<file path="config.mk">
export PLATFORM = sky130hd
export DESIGN_NAME = half_life_meter
export DESIGN_NICKNAME = d
export VERILOG_FILES = /design/src/rtl/half_life_pkg.sv /design/src/rtl/sat_counter.sv /design/src/rtl/half_life_meter.sv
export SDC_FILE = /design/constraint.sdc
export NUM_CORES = 1
export LEC_CHECK = 0
export ABC_AREA = 1
export CAP_MARGIN = 25
export CORE_ASPECT_RATIO = 0.8
export CORE_MARGIN = 8
export CORE_UTILIZATION = 54
export DETAILED_ROUTE_END_ITERATION = 10
export PLACE_DENSITY = 0.78
export SLEW_MARGIN = 20
export SYNTH_ARGS = -nofsm -noshare
export SYNTH_HDL_FRONTEND = slang
export SYNTH_SLANG_ARGS = --single-unit
</file>
<file path="constraint.sdc">
create_clock -name clk -period 2.35 [get_ports clk]
set_input_delay 0.47 -clock clk [delete_from_list [all_inputs] [get_ports clk]]
set_output_delay 0.47 -clock clk [all_outputs]
set_load 0.01 [all_outputs]
</file>
<file path="src/rtl/half_life_pkg.sv">
// Shared definitions for the half-life meter: FSM state encoding and default widths.
package half_life_pkg;

  localparam int N_DEF  = 8;
  localparam int CW_DEF = 16;

  typedef enum logic [1:0] {
    ST_IDLE    = 2'd0,
    ST_ARM     = 2'd1,
    ST_MEASURE = 2'd2,
    ST_DONE    = 2'd3
  } state_e;

endpackage

</file>
<file path="src/rtl/sat_counter.sv">
// Elapsed-cycle counter that clears, counts up on enable and sticks at all-ones.
module sat_counter #(
  parameter int CW = 16
) (
  input  logic          clk,
  input  logic          rst,
  input  logic          clr,
  input  logic          en,
  output logic [CW-1:0] count,
  output logic          sat
);

  logic [CW-1:0] count_q;
  logic [CW-1:0] count_d;

  assign sat   = &count_q;
  assign count = count_q;

  always_comb begin
    count_d = count_q;
    if (clr) begin
      count_d = '0;
    end else if (en && !sat) begin
      count_d = count_q + 1'b1;
    end
  end

  always_ff @(posedge clk) begin
    if (!rst) begin
      count_q <= '0;
    end else begin
      count_q <= count_d;
    end
  end

endmodule

</file>
<file path="src/rtl/half_life_meter.sv">
// Measures cycles from a reference sample R until the level first falls to floor(R/2) or below.
module half_life_meter
  import half_life_pkg::*;
#(
  parameter int N  = N_DEF,
  parameter int CW = CW_DEF
) (
  input  logic          clk,
  input  logic          rst,
  input  logic          start,
  input  logic          sample_valid,
  input  logic [N-1:0]  sample,
  output logic          busy,
  output logic          done,
  output logic          timeout,
  output logic          err,
  output logic [CW-1:0] half_life,
  output logic [N-1:0]  ref_level
);

  state_e        state_q, state_d;
  logic          timeout_q, timeout_d;
  logic          err_q, err_d;
  logic [CW-1:0] half_life_q, half_life_d;
  logic [N-1:0]  ref_level_q, ref_level_d;
  logic [N-1:0]  thr_q, thr_d;

  logic          cnt_clr;
  logic          cnt_en;
  logic [CW-1:0] cnt;
  logic          cnt_sat;

  // Counter reads 1 on the first MEASURE cycle so its value equals elapsed cycles since capture.
  sat_counter #(.CW(CW)) u_cnt (
    .clk   (clk),
    .rst   (rst),
    .clr   (cnt_clr),
    .en    (cnt_en),
    .count (cnt),
    .sat   (cnt_sat)
  );

  always_comb begin
    state_d     = state_q;
    timeout_d   = timeout_q;
    err_d       = err_q;
    half_life_d = half_life_q;
    ref_level_d = ref_level_q;
    thr_d       = thr_q;
    cnt_clr     = 1'b0;
    cnt_en      = 1'b0;
    case (state_q)
      ST_IDLE: begin
        cnt_clr = 1'b1;
        if (start) begin
          state_d     = ST_ARM;
          timeout_d   = 1'b0;
          err_d       = 1'b0;
          half_life_d = '0;
          ref_level_d = '0;
        end
      end
      ST_ARM: begin
        if (sample_valid) begin
          ref_level_d = sample;
          thr_d       = sample >> 1;
          if (sample == '0) begin
            err_d       = 1'b1;
            timeout_d   = 1'b0;
            half_life_d = '0;
            state_d     = ST_DONE;
          end else begin
            cnt_en  = 1'b1;
            state_d = ST_MEASURE;
          end
        end
      end
      ST_MEASURE: begin
        cnt_en = 1'b1;
        // A crossing on the saturation cycle still counts as a crossing.
        if (sample_valid && (sample <= thr_q)) begin
          half_life_d = cnt;
          timeout_d   = 1'b0;
          state_d     = ST_DONE;
        end else if (cnt_sat) begin
          half_life_d = cnt;
          timeout_d   = 1'b1;
          state_d     = ST_DONE;
        end
      end
      default: begin
        state_d = ST_IDLE;
      end
    endcase
  end

  always_ff @(posedge clk) begin
    if (!rst) begin
      state_q     <= ST_IDLE;
      timeout_q   <= 1'b0;
      err_q       <= 1'b0;
      half_life_q <= '0;
      ref_level_q <= '0;
      thr_q       <= '0;
    end else begin
      state_q     <= state_d;
      timeout_q   <= timeout_d;
      err_q       <= err_d;
      half_life_q <= half_life_d;
      ref_level_q <= ref_level_d;
      thr_q       <= thr_d;
    end
  end

  assign busy      = (state_q == ST_ARM) || (state_q == ST_MEASURE);
  assign done      = (state_q == ST_DONE);
  assign timeout   = timeout_q;
  assign err       = err_q;
  assign half_life = half_life_q;
  assign ref_level = ref_level_q;

endmodule

</file>
# Word-level counts from Yosys, hierarchy flattened
# Cells that the tools add are included.
# Widths: inputs -> output; s select.
[word_totals] out_inout_bits=28 in_bits=12 elab_cells=60 reg_bits=51
[classes] muxes=28 eq_ne=7 magnitude_cmp=1 n_reduce_logical=15 n_bitwise=1 add_sub_neg=1
[ops] op="$mux 16" count=5
[ops] op="$pmux 16 s3" count=1
[ops] op="$add 16x1->16 const B" count=1
[ops] op="$mux 8" count=2
[ops] op="$pmux 8 s2" count=1
[ops] op="$reduce_and 16->1" count=1
[ops] op="$mux 1" count=11
[ops] op="$le 8x7->1" count=1
[ops] op="$logic_not 8->1" count=1
[ops] op="$mux 2" count=4
[ops] op="$ne 2x2->1 const B" count=3
[ops] op="$pmux 2 s3" count=1
[ops] op="$reduce_and 3->1" count=2
[ops] op="$reduce_and 5->1" count=1
[ops] op="$eq 2x2->1 const B" count=2
[ops] op="$pmux 1 s2" count=2
[ops] op="$reduce_and 4->1" count=1
[ops] op="$ne 3x2->1 const B" count=1
[ops] op="$pmux 1 s3" count=1
[ops] op="$reduce_bool 3->1" count=1
[ops] op="$eq 2x1->1 const B" count=1
[ops] op="$logic_and 1x1->1" count=2
[ops] op="$logic_not 2->1" count=1
[ops] op="$reduce_and 2->1" count=1
[ops] op="5 further kinds" count=5

# Longest topological paths before layout
[depth] depth_word=5 depth_mapped=17 ltp_nobuf=16

# By module
# A second synthesis with hierarchy kept.
[hier_totals] hier_cells=435 hier_area_um2=2842.7
[modules_own_cells] mod="half_life_meter" n_inst=1 seq_area_each_um2=700.7 area_each_um2=1915.6 cells_each=284
[modules_own_cells] mod="sat_counter" n_inst=1 seq_area_each_um2=320.3 area_each_um2=927.1 cells_each=151

# Worst setup path before layout
# No wires, ideal clock.
[synth_path] path_type="in2reg" start="in sample[6]" end="reg state_q[0]" slack_ps=522 path_buffers=1 t_required_ps=2234 setup_time_ps=116 arrival_time_ps=1712 stages=13 path_cell_list="ha_1 -> inv_1 -> nor3_1 -> nand2_1 -> nand2_1 -> nand2_1 -> nand2_1 -> nand3_2 -> buf_4 -> nand2_1 -> inv_1 -> nor2_1 -> nor2_1"
[synth_between] elab_chain_cells=4 elab_cells_between_ends=9 cone_classes="order compare: 1; eq/ne: 1; mux: 4; reduce/logical: 3"
[synth_lines] item="from (decl)" line_no="half_life_meter.sv:12" text="input logic [N-1:0] sample,"
[synth_lines] item="$le 8x7->1 / $logic_not 8->1 (equally long branches)" line_no="half_life_meter.sv:81, half_life_meter.sv:67"
[synth_lines] item="$logic_and 1x1->1 / $mux 1 (equally long branches)" line_no="half_life_meter.sv:81, half_life_meter.sv:67"
[synth_lines] item="$ne 3x2->1 (no line), or another cell as far along"
[synth_lines] item="$reduce_and 3->1 (no line) / $pmux 2 s3 (equally long branches)"
[synth_lines] item="to (signal assigned)" line_no="half_life_meter.sv:106" text="state_q <= state_d;"
[synth_lines] item="to (decl)" line_no="half_life_meter.sv:21" text="state_e state_q, state_d;"
# Several ways; a longest one is shown, not always the timed one. The select of a mux whose other input is x is not followed.
# A chain may end at the register's enable or synchronous reset.

# Worst setup path in the final report
[layout_path] start="reg state_q[0]" end="out busy"
[layout_between] elab_chain_cells=2 elab_cells_between_ends=3 cone_classes="eq/ne: 2; reduce/logical: 1"
[layout_lines] item="$eq 2x1->1 / $eq 2x2->1 (equally long branches)" line_no="half_life_meter.sv:115" text="assign busy = (state_q == ST_ARM) || (state_q == ST_MEASURE);"
[layout_lines] item="$logic_or 1x1->1 *" line_no="half_life_meter.sv:115"
[layout_lines] item="to (decl)" line_no="half_life_meter.sv:13" text="output logic busy,"
# Every way passes the cells marked *; elsewhere a longest branch is shown, timed or not.

==> impl_metrics.json <==
{
  "intPower_uw": 1945,
  "status": "finished clean",
  "cts-root-buf": "clkbuf_8",
  "clock-sinks": 51,
  "hold_class": "flip-flop to flip-flop",
  "ys_types": 31,
  "antenna_left": 0,
  "tightest_slew_ns": 0.5459,
  "n_fill_cell": 428,
  "skew_ns": 0.01550,
  "drtIter0Drc": 189,
  "rr_startpoint": "u_cnt.count[0]",
  "end_kind": "primary output",
  "cts_max_path_buffers": 2,
  "p_leak_uw": 0.001532,
  "postCtsSetupBuffers": 0,
  "fp.dieH_um": 79.85,
  "cp.arrival_ns": 1.70,
  "setup_viol": 0,
  "drive_gt1_frac": 0.1171,
  "peakVddDrop_v": 0.0006910,
  "port_buffers": 39,
  "io_pins": 40,
  "multiInputGateArea_um2": 1406,
  "final_common_cell": "nand2_1",
  "core_area_um2": 4950,
  "max_cap_viol_count": 0,
  "clkSlewWorstSetupHoldPaths_ns": 0.10,
  "syn_area_per_cell_um2": 6.777,
  "grt.overflow.total": 0,
  "seqPwrFrac": 0.340,
  "final_nets": 484,
  "fin_setup_tns_ns": 0,
  "area_growth_pct": 24.37,
  "min_from": "thr_q[5]",
  "slowest_stage": "clkdlybuf4s50_1",
  "ys_warn_count": 0,
  "ys_ff_latch": 51,
  "ys_seq_area_frac": 0.3711,
  "layout_setup_ws_ns": 0.1782,
  "wirelength_um": 6416,
  "path_max_fanout": 4,
  "grt_max_degree": 27,
  "routabilityCongestion": 0.9607,
  "wl_per_cell_um": 12.27,
  "clk_latency_ns": 0.32,
  "drc": 0,
  "syn_nets": 430,
  "cts_hold_buf": 0,
  "h-tree-depth": 2,
  "grt_pass1_wl_um": 10910,
  "fin_crit_ns": 2.172,
  "cts_tree": "built",
  "cts_buffers": 5,
  "grt_use_total": 0.1775,
  "grt_setup_unrepaired": "no",
  "path_class": "flip-flop to primary output",
  "p_clk_frac": 0.169,
  "slew_headroom": 0.6347,
  "regArea_um2": 1021,
  "fin_crit_sh": 0.9242,
  "final_cell_mix": "104 x nand2_1, 63 x inv_1, 51 x dfxtp_1",
  "cp.required_ns": 1.88,
  "p_sw_uw": 1279,
  "crit_path_start_kind": "flip-flop",
  "fmax_ghz": 0.4604,
  "switching_share": 0.3967,
  "via_per_inst": 5.021,
  "dp_slack_ns": -0.02086,
  "antenna_found_initial": 0,
  "power_frac_comb": 0.490,
  "power_density_nw_per_um2": 942.1,
  "start_util": 0.5559,
  "dr.pass1.iters": 5,
  "maxSlewViolCount": 0,
  "hold_viol": 0,
  "num_antenna_cells": 0,
  "fp-row-count": 23,
  "slowest_delay_ns": 0.56,
  "grt_pass1_vias": 2388,
  "die_width_um": 95.81,
  "dp.final_hpwl_um": 4983,
  "die_area_um2": 7650,
  "vias": 2626,
  "syn_inst": 406,
  "ctsResizeCount": 0,
  "crit_chain": "inv_1 > ha_1 > clkdlybuf4s50_1",
  "cp-startpoint": "state_q[0]",
  "syn-cell-area_um2": 2751
}
power groups by stage:
stage          registers [uW]  clock network, uW  logic (uW)
3_5_place_dp             1120                  0        1580
2_1_floorplan            1160                  0         988
3_3_place_gp             1110                  0        1550
4_1_cts                  1100                557        1590
5_1_grt                  1120                591        1790
6_report                 1100                546        1580
cells in the mapped netlist:
library cell    n  area share
a21oi_1        32       0.058
and3_1          4      0.0091
buf_1           1      0.0014
buf_2           4      0.0073
buf_4           1      0.0027
buf_6           2      0.0082
clkbuf_1        4      0.0055
clkinv_1        2      0.0027
dfxtp_1        51        0.37
ha_1           12       0.055
inv_1          63       0.086
inv_2           3      0.0041
nand2_1       104        0.14
nand2_2        13       0.030
nand3_1         9       0.016
nand3_2         2      0.0073
nand3_4         1      0.0064
nand3b_1        1      0.0027
nand4_1        12       0.027
nor2_1         45       0.061
nor2_4          2      0.0082
nor3_1          4      0.0073
nor3_2          1      0.0036
nor3_4          1      0.0059
nor4_1          4      0.0091
o21ai_0        16       0.029
o21ai_1         1      0.0018
o21bai_1        2      0.0055
or2_2           3      0.0068
xnor2_1         3      0.0096
xor2_1          3      0.0096
worst max-delay path: cells and delay by family (launching register included):
kind | cells | cell delay (ns)
buffers and inverters | 2 | 0.64
flip-flops | 1 | 0.39
adder cells (fa/ha/maj) | 1 | 0.36
layout make-up:
cell class / count / share of cell area
multi-input combinational: 275 / 0.4110
sequential: 51 / 0.2984
timing repair buffer: 59 / 0.1653
inverter: 68 / 0.07459
clock buffer: 6 / 0.02413
tap: 62 / 0.02267
clock inverter: 2 / 0.004022
worst paths after layout:
path / to / slack [ns] / cells past startpoint
max: busy / 0.18 / 3
min: thr_q[5] / 0.46 / 2
max reg2reg: u_cnt.count[6] / 0.42 / 8
min reg2reg: thr_q[5] / 0.46 / 2
state kept, by name (all words and copies together) (netlist names):
| register | flops |
|---|---|
| u_cnt.count | 16 |
| timeout | 1 |
| thr_q | 7 |
| state_q | 2 |
| half_life | 16 |
| ref_level | 8 |
| err | 1 |
routing by layer:
layer / vias to the layer above / share of wire / global-route usage
li1: 1368 / - / -
met1: 1189 / 0.51 / 0.2536
met2: 62 / 0.42 / 0.2538
met3: 7 / 0.066 / 0.03665
met4: 0 / 0.012 / 0.06432
met5: - / 0 / 0
kinds of logic (layout without fill, tap and decap cells):
| logic type | count (synthesis) | in the layout | synth area share |
|---|---|---|---|
| simple gates | 206 | 206 | 0.3429 |
| xor+xnor | 6 | 6 | 0.01910 |
| buf+inv | 80 | 135 | 0.1178 |
| fa+ha+maj | 12 | 12 | 0.05457 |
| compound gates | 51 | 51 | 0.09458 |
| flops | 51 | 51 | 0.3711 |
through the flow:
stage            util  hold slack (ns)  std cells  instance area [um^2]  power [uW]
3_3_place_gp   0.6719           0.4450        515                  3326        2662
3_5_place_dp   0.6719           0.4517        515                  3326        2694
4_1_cts        0.6914           0.4666        523                  3422        3244
2_1_floorplan       -           0.4331        406                  2751        2146
6_report       0.6914           0.4613        523                  3422        3224
5_1_grt        0.6914           0.4813        523                  3422        3491
No activity file was read; power rests on OpenSTA's default activity.
